$ cat src/rtl/sa_pe_pkg.sv
// Shared helpers for the multi-lane systolic PE: saturation arithmetic, lane slicing,
// operand gating compare and the accumulator width legality rule.
package sa_pe_pkg;

  localparam int SAT_W = 64;

  typedef logic signed [SAT_W-1:0] wide_t;

  function automatic int oc_w_min(input int ia_w, input int ib_w, input int lanes);
    return ia_w + ib_w + $clog2(lanes) + 1;
  endfunction

  function automatic int lane_lo(input int lane, input int w);
    return lane * w;
  endfunction

  // A lane is gated when either operand is zero or |a| falls under the threshold.
  function automatic logic lane_gated(input logic signed [31:0] a,
                                      input logic signed [31:0] b,
                                      input logic [31:0]        thres);
    logic [31:0] mag;
    mag = a[31] ? 32'(-a) : 32'(a);
    return (a == 32'sd0) || (b == 32'sd0) || (mag < thres);
  endfunction

  function automatic wide_t sat_hi(input int unsigned w);
    return (64'sd1 <<< (w - 1)) - 64'sd1;
  endfunction

  function automatic wide_t sat_lo(input int unsigned w);
    return -sat_hi(w) - 64'sd1;
  endfunction

  // Signed add clamped to a w-bit two's complement range.
  function automatic wide_t sat_add(input wide_t a, input wide_t b, input int unsigned w);
    wide_t s;
    s = a + b;
    if (s > sat_hi(w)) return sat_hi(w);
    if (s < sat_lo(w)) return sat_lo(w);
    return s;
  endfunction

  function automatic logic sat_clips(input wide_t a, input wide_t b, input int unsigned w);
    wide_t s;
    s = a + b;
    return (s > sat_hi(w)) || (s < sat_lo(w));
  endfunction

endpackage

$ cat src/rtl/sa_pe_lane_mul.sv
// One MAC lane: zero/threshold detect, operand-hold registers (gated lanes freeze their
// multiplier inputs) and a signed multiplier. Product is valid one enabled cycle after capture.
module sa_pe_lane_mul
  import sa_pe_pkg::*;
#(
  parameter int IA_W = 8,
  parameter int IB_W = 8,
  parameter int TH_W = 4
) (
  input  logic                          clk_i,
  input  logic                          rst_i,
  input  logic                          en_i,
  input  logic signed [IA_W-1:0]        a_i,
  input  logic signed [IB_W-1:0]        b_i,
  input  logic        [TH_W-1:0]        thres_i,
  output logic signed [IA_W+IB_W-1:0]   prod_o
);

  localparam int PROD_W = IA_W + IB_W;

  logic signed [IA_W-1:0] a_q;
  logic signed [IB_W-1:0] b_q;
  logic                   gated_q;
  logic                   gate_d;

  assign gate_d = lane_gated(32'(a_i), 32'(b_i), 32'(thres_i));

  always_ff @(posedge clk_i or posedge rst_i) begin
    if (rst_i) begin
      a_q     <= '0;
      b_q     <= '0;
      gated_q <= 1'b0;
    end else if (en_i) begin
      gated_q <= gate_d;
      if (!gate_d) begin
        a_q <= a_i;
        b_q <= b_i;
      end
    end
  end

  assign prod_o = gated_q ? '0 : PROD_W'(a_q) * PROD_W'(b_q);

endmodule

$ cat src/rtl/sa_pe_mlane.sv
// Multi-lane systolic PE: LANES-wide gated dot product into a saturating accumulator with a
// double-buffered shadow drained over the scan chain; every register freezes when i_pipeline_en=0.
module sa_pe_mlane
  import sa_pe_pkg::*;
#(
  parameter int IA_W  = 8,
  parameter int IB_W  = 8,
  parameter int OC_W  = 24,
  parameter int LANES = 2,
  parameter int TH_W  = 4
) (
  input  logic                    i_clk,
  input  logic                    i_rst,
  input  logic [LANES*IA_W-1:0]   i_a,
  input  logic [LANES*IB_W-1:0]   i_b,
  input  logic [OC_W-1:0]         i_c,
  input  logic                    i_reg_clear,
  input  logic                    i_cell_en,
  input  logic                    i_pipeline_en,
  input  logic                    i_cswitch,
  input  logic                    i_cscan_en,
  input  logic [TH_W-1:0]         i_thres,
  output logic [LANES*IA_W-1:0]   o_a,
  output logic [LANES*IB_W-1:0]   o_b,
  output logic [OC_W-1:0]         o_c,
  output logic                    o_cswitch,
  output logic                    o_cell_en,
  output logic                    o_ovf
);

  localparam int PROD_W = IA_W + IB_W;
  localparam int SUM_W  = IA_W + IB_W + $clog2(LANES);

  if (LANES < 1 || OC_W < oc_w_min(IA_W, IB_W, LANES) || OC_W > SAT_W - 2) begin : g_bad_cfg
    $error("sa_pe_mlane: OC_W too narrow for IA_W/IB_W/LANES, or LANES < 1");
  end

  logic [LANES*IA_W-1:0]  a_fwd_q;
  logic [LANES*IB_W-1:0]  b_fwd_q;
  logic                   cswitch_q;
  logic                   cell_en_q;
  logic                   valid_q;
  logic                   tag_q;
  logic signed [OC_W-1:0] acc_q;
  logic signed [OC_W-1:0] acc_d;
  logic                   ovf_q;
  logic                   ovf_d;
  logic [OC_W-1:0]        shadow_q;
  logic                   shadow_ovf_q;

  logic signed [PROD_W-1:0] prod [LANES];
  logic signed [SUM_W-1:0]  sum_c;
  wide_t                    base_c;
  wide_t                    addend_c;

  for (genvar l = 0; l < LANES; l++) begin : g_lane
    sa_pe_lane_mul #(
      .IA_W (IA_W),
      .IB_W (IB_W),
      .TH_W (TH_W)
    ) u_mul (
      .clk_i   (i_clk),
      .rst_i   (i_rst),
      .en_i    (i_pipeline_en),
      .a_i     (i_a[lane_lo(l, IA_W) +: IA_W]),
      .b_i     (i_b[lane_lo(l, IB_W) +: IB_W]),
      .thres_i (i_thres),
      .prod_o  (prod[l])
    );
  end

  always_comb begin
    sum_c = '0;
    for (int l = 0; l < LANES; l++) begin
      sum_c = sum_c + SUM_W'(prod[l]);
    end
  end

  // A tagged operand opens a fresh context: start from zero and drop the old sticky flag.
  always_comb begin
    base_c   = tag_q ? '0 : SAT_W'(acc_q);
    addend_c = valid_q ? SAT_W'(sum_c) : '0;
    acc_d    = OC_W'(sat_add(base_c, addend_c, OC_W));
    ovf_d    = sat_clips(base_c, addend_c, OC_W) | (ovf_q & ~tag_q);
  end

  always_ff @(posedge i_clk or posedge i_rst) begin
    if (i_rst) begin
      a_fwd_q      <= '0;
      b_fwd_q      <= '0;
      cswitch_q    <= 1'b0;
      cell_en_q    <= 1'b0;
      valid_q      <= 1'b0;
      tag_q        <= 1'b0;
      acc_q        <= '0;
      ovf_q        <= 1'b0;
      shadow_q     <= '0;
      shadow_ovf_q <= 1'b0;
    end else if (i_pipeline_en) begin
      a_fwd_q   <= i_a;
      b_fwd_q   <= i_b;
      cswitch_q <= i_cswitch;
      cell_en_q <= i_cell_en;
      if (i_reg_clear) begin
        valid_q <= 1'b0;
        tag_q   <= 1'b0;
        acc_q   <= '0;
        ovf_q   <= 1'b0;
      end else begin
        valid_q <= i_cell_en;
        tag_q   <= i_cswitch;
        acc_q   <= acc_d;
        ovf_q   <= ovf_d;
        if (tag_q) begin
          shadow_q     <= acc_q;
          shadow_ovf_q <= ovf_q;
        end else if (i_cscan_en) begin
          shadow_q     <= i_c;
          shadow_ovf_q <= 1'b0;
        end
      end
    end
  end

  assign o_a       = a_fwd_q;
  assign o_b       = b_fwd_q;
  assign o_c       = shadow_q;
  assign o_cswitch = cswitch_q;
  assign o_cell_en = cell_en_q;
  assign o_ovf     = shadow_ovf_q;

endmodule

$ cat config.mk
export PLATFORM = sky130hd
export DESIGN_NAME = sa_pe_mlane
export DESIGN_NICKNAME = d
export VERILOG_FILES = /design/src/rtl/sa_pe_pkg.sv /design/src/rtl/sa_pe_lane_mul.sv /design/src/rtl/sa_pe_mlane.sv
export SDC_FILE = /design/constraint.sdc
export NUM_CORES = 1
export LEC_CHECK = 0
export CORE_UTILIZATION = 45
export DETAILED_ROUTE_END_ITERATION = 7
export PLACE_DENSITY = 0.68
export SYNTH_ARGS = -nofsm -noshare
export SYNTH_HDL_FRONTEND = slang
export SYNTH_HIERARCHICAL = 1
export SYNTH_SLANG_ARGS = --single-unit
$ cat constraint.sdc
create_clock -name i_clk -period 9.9 [get_ports i_clk]
set_clock_uncertainty 0.2 [all_clocks]
set_input_delay 1.98 -clock i_clk [delete_from_list [all_inputs] [get_ports i_clk]]
set_output_delay 1.98 -clock i_clk [all_outputs]
set_load 0.02 [all_outputs]
**After elaboration in Yosys (flattened, before gate mapping)**

Cells that the tools add are included.

- Flip-flop bits (word level): 120
- Bits of input ports: 67
- Output and inout port bits: 59
- Word-level logic and storage cells: 66

- $add $sub $neg: 4
- Multiply operators: 2
- Order comparisons: 4
- Mux-type cells: 21
- Bitwise operators: 6
- Reductions and logical operators: 13

Operators by type and width:

| cell | number |
|---|---|
| $mux 24 | 7 |
| $logic_not 32->1 | 4 |
| $mux 64 | 2 |
| $add 64x64->64 | 1 |
| $gt 64x24->1 const B | 1 |
| $lt 32x4->1 | 2 |
| $lt 64x24->1 const B | 1 |
| $mux 32 | 2 |
| $neg 8->32 | 2 |
| $mul 8x8->16 | 2 |
| $mux 16 | 2 |
| $add 16x16->17 | 1 |
| $mux 1 | 8 |
| $logic_or 1x1->1 | 5 |
| $not 1->1 | 4 |
| $reduce_and 2->1 | 2 |
| $reduce_and 3->1 | 1 |
| $reduce_bool 2->1 | 1 |
| $and 1x1->1 | 1 |
| $or 1x1->1 | 1 |

**Longest topological paths before layout**

Gate-level depths: netlist (run 1).

- Word-level depth: 11
- Mapped depth: 42
- Mapped depth without buffers: 41

**By module**

The synthesis (run 1) kept the hierarchy.

By module, submodules not included:

| module | times used | cells each | area an instance (µm²) | seq. area each (µm²) |
|---|---|---|---|---|
| sa_pe_mlane | 1 | 576 | 5,959.5 | 2,152.1 |
| sa_pe_lane_mul (g_lane[1].u_mul) | 1 | 389 | 3,580.9 | 425.4 |
| sa_pe_lane_mul (g_lane[0].u_mul) | 1 | 394 | 3,565.9 | 425.4 |

**Worst setup path before layout (run 1)**

Ideal clock, no wire load.

- Kind: register to register
- Start: register g_lane[1].u_mul.a_q[3]
- End: register ovf_q
- Library setup time: 0.126 ns
- Arrival: 10.302 ns
- Data required time: 9.574 ns
- Setup slack: -0.728 ns
- Cell stages (with the launch flop): 40
- Path buffers: 0
- Clock period less this slack: 10.628 ns
- Cells stage by stage: dfrtp_1 and2_1 fa_1 inv_1 fa_1 inv_1 fa_1 inv_1 fa_1 inv_1 ha_1 o21ai_0 nor2_1 o21ai_0 a221oi_1 ha_1 nand3_1 a211oi_1 [... 4 more ...] ha_1 a21o_1 a21o_1 a21oi_1 inv_1 a31oi_1 nand2b_1 nand2b_1 a21oi_1 fa_1 nor4bb_1 nand3_1 nor4_1 nand2_1 nor3_1 a31oi_1 o21bai_1 a221o_1

RTL lines:

| element | line | source |
|---|---|---|
| start: declaration | sa_pe_lane_mul.sv:21 | `logic signed [IA_W-1:0] a_q;` |
| start signal: assignment | sa_pe_lane_mul.sv:36 | `a_q <= a_i;` |
| end signal: assignment | sa_pe_mlane.sv:113 | `ovf_q <= ovf_d;` |
| end: declaration | sa_pe_mlane.sv:46 | `logic ovf_q;` |

==> results.toml, run 1 <==
[floorplan]
io_pins = 126
die_w_microns = 172.7
fp-row-count = 62
die_height_microns = 172.7
initial_core_util_pct = 45.66
core-area_sq_um = 28700
dieArea_sq_um = 29810

[timing]
hold_viol = 0
finalCritPeriodShare_pct = 96.64
slew_viol_final = 0
fin_hold_ws_ns = 0.3037
finalSetupViolations = 0
slew_headroom_pct = 31.92
tightest_slew_ns = 1.019
fin_crit_ns = 9.567
clock.fmax_mhz = 104.5

[logic_synthesis]
seq_area_frac_synth_pct = 22.91
post_synth.cell_area_avg_sq_um = 9.644
yosys_warnings = 6
ys_async_sr_fraction_pct = 100.0
synth_seq_cells = 120
syn_nets = 1653
synthTopCellsByCount = "inv_1 (214), fa_1 (121), dfrtp_1 (120)"
synthCells = 1359
yosys.area.top_type = "dfrtp_1"
synth_most_common_cell = "inv_1"
ys_top_cells_by_area = "dfrtp_1 (23%), fa_1 (18%), ha_1 (10%), inv_1 (6.1%), mux2_2 (5.2%)"
synth_top_area_share_pct = 22.91
synth_ff_type = "dfrtp_1"
synth_edf_count = 0
syn-cell-area_sq_um = 13110
synthDistinctLibCells = 86

[detailed_routing]
first_pass_iters = 5
wire_per_inst_microns = 15.95
ant_nets = 0
postRouteWirelength_mm = 30.64
via_count = 10111
drtIter0Drc = 544
post_drt_via_cell_ratio = 5.263
drc = 0

[grt]
gr-total-overflow = 0
antenna_found_initial = 0
grt_pass1_wl_mm = 51.44
grt_max_degree = 50
track_usage_pct = 21.09
grt_pass1_vias = 10508

[setup_path]
arrival_ns = 9.68
worstPathRequired_ns = 10.01
path_class = "reg2reg"
cp-end-kind = "flop"
crit_top_cell = "fa_1"
cp_slowest_stage_delay_ns = 0.53
cp-start-kind = "flop"
crit_fanout = 11
slowest_stage = "fa_1"

[cts]
cts_tree = "built"
htree_levels = 4
cts_max_path_buffers = 2
clkSinkCount = 120
numCtsBuffers = 17
clockRootBuffer = "clkbuf_16"
clk_latency_ns = 0.44
clkSlewWorstSetupHoldPaths_ns = 0.06

[placement]
hpwl_mm = 23.40
io_buffers = 125
gp_congestion = 0.8962

[final_layout]
area_growth_pct = 23.51
diodes = 0
drive_gt1_share_pct = 18.28
nets = 1818

[min_path]
hold_path_class = "reg2reg"

[run]
cap_viol_max_count = 0

[status]
status = "complete, no violations"
[repair_timing]
action	4_1_cts	5_1_grt
setup buffers	0	20
gates resized for setup	1	104
hold buffers	0	0
hold endpoints to repair	0	0
pin swaps	0	39
setup endpoints to repair	24	24
gates cloned	0	2
[layer usage]
layer	global-route usage, %	part of all wire [%]	wire length [microns]
met3	3.364	3.1	937
met2	36.59	50	15370
met4	5.605	1.4	420
met1	27.29	45	13910
met5	0	0	0
[layout make-up]
cell class / count / area (sq um)
clock inverter: 12 / 147.6
fill: 2528 / 12510
clock buffer: 20 / 466.7
multi-input combinational: 995 / 9623
sequential: 120 / 3022
inverter: 215 / 808.3
tap: 384 / 480.5
timing repair buffer: 175 / 1640
[flip-flops by register name (all words and copies together), names as in the netlist]
name,flops
acc_q,24
o_c,24
g_lane.u_mul/a_q,16
g_lane.u_mul/b_q,16
o_a,16
o_b,16
g_lane.u_mul/gated_q,2
o_cell_en,1
o_cswitch,1
o_ovf,1
ovf_q,1
tag_q,1
valid_q,1
[worst max-delay path, delay by kind of cell (launching register included)]
family                     cells  cell delay, ns
adders and majority gates      8            3.29
and+or+nand+nor               14            2.67
AOI/OAI and AO/OA             11            2.34
buffers and inverters          6            0.54
DFF                            1            0.40
[per-stage QoR]
stage	area, sq um	utilization (%)	setup WS (ns)	std cells	TNS (ns)
4_1_cts	15530	54.11	0.01504	1899	0
5_1_grt	16190	56.40	-0.03719	1921	-0.3093
3_3_place_gp	14910	51.94	0.1251	1867	0
3_5_place_dp	14910	51.94	-0.06015	1867	-0.6343
6_report	16190	56.40	0.3329	1921	0
2_1_floorplan	13110	-	0.1397	1359	0
[placed cells by master, fill, tap and decap left out, types with 17 or more instances in the layout]
cell type	n
ha_1	87
mux2_2	61
inv_1	211
a21oi_1	58
nor2_1	71
o21ai_0	31
dfrtp_1	105
clkbuf_16	17
mux2i_1	24
xnor2_1	44
fa_1	118
nor2b_1	53
a21o_1	20
and2_1	100
buf_4	46
nand2_1	54
clkdlybuf4s50_1	124
nand3_1	18
a221o_1	24
[path summary, 6_finish.rpt]
path	slack, ns	cells after the start	start	endpoint
max	0.33	39	g_lane[0].u_mul/a_q[5]$_DFFE_PP0P_	acc_q[14]$_DFFE_PP0P_
min	0.30	1	o_b[7]$_DFFE_PP0P_	o_b[7]$_DFFE_PP0P_
max reg2reg	0.33	39	g_lane[0].u_mul/a_q[5]$_DFFE_PP0P_	acc_q[14]$_DFFE_PP0P_
min reg2reg	0.30	1	o_b[7]$_DFFE_PP0P_	o_b[7]$_DFFE_PP0P_
max in group asynchronous	6.54	3	i_rst	tag_q$_DFFE_PP0P_
min in group asynchronous	1.86	2	i_rst	o_a[11]$_DFFE_PP0P_
[kinds of logic (layout without fill, tap and decap cells)]
kind of cell / Yosys count / in the layout / share of synthesized area (%)
buffers and inverters: 246 / 422 / 7.608
flip-flops: 120 / 120 / 22.91
AND/OR/NAND/NOR: 385 / 387 / 16.45
adder cells (fa/ha/maj): 227 / 227 / 28.60
XOR/XNOR: 53 / 53 / 3.542
AO/OA/AOI/OAI: 234 / 234 / 12.78
multiplexers: 94 / 94 / 8.105
Power of run 1 is left out: the tool's default activity adds up to more than one toggle a clock period on the data nets, which glitch-free logic cannot reach.
==> run 2, diff against run 1 <==
--- a/config.mk
+++ b/config.mk
@@ -5,7 +5,9 @@
 export SDC_FILE = /design/constraint.sdc
 export NUM_CORES = 1
 export LEC_CHECK = 0
+export CAP_MARGIN = 10
 export CORE_UTILIZATION = 45
+export CTS_CLUSTER_SIZE = 10
 export DETAILED_ROUTE_END_ITERATION = 7
 export PLACE_DENSITY = 0.68
 export SYNTH_ARGS = -nofsm -noshare
==> results of run 2 <==
No change in the layout: final DEF, timing and power equal those of run 1.
Power of run 2 is left out for the same reason.
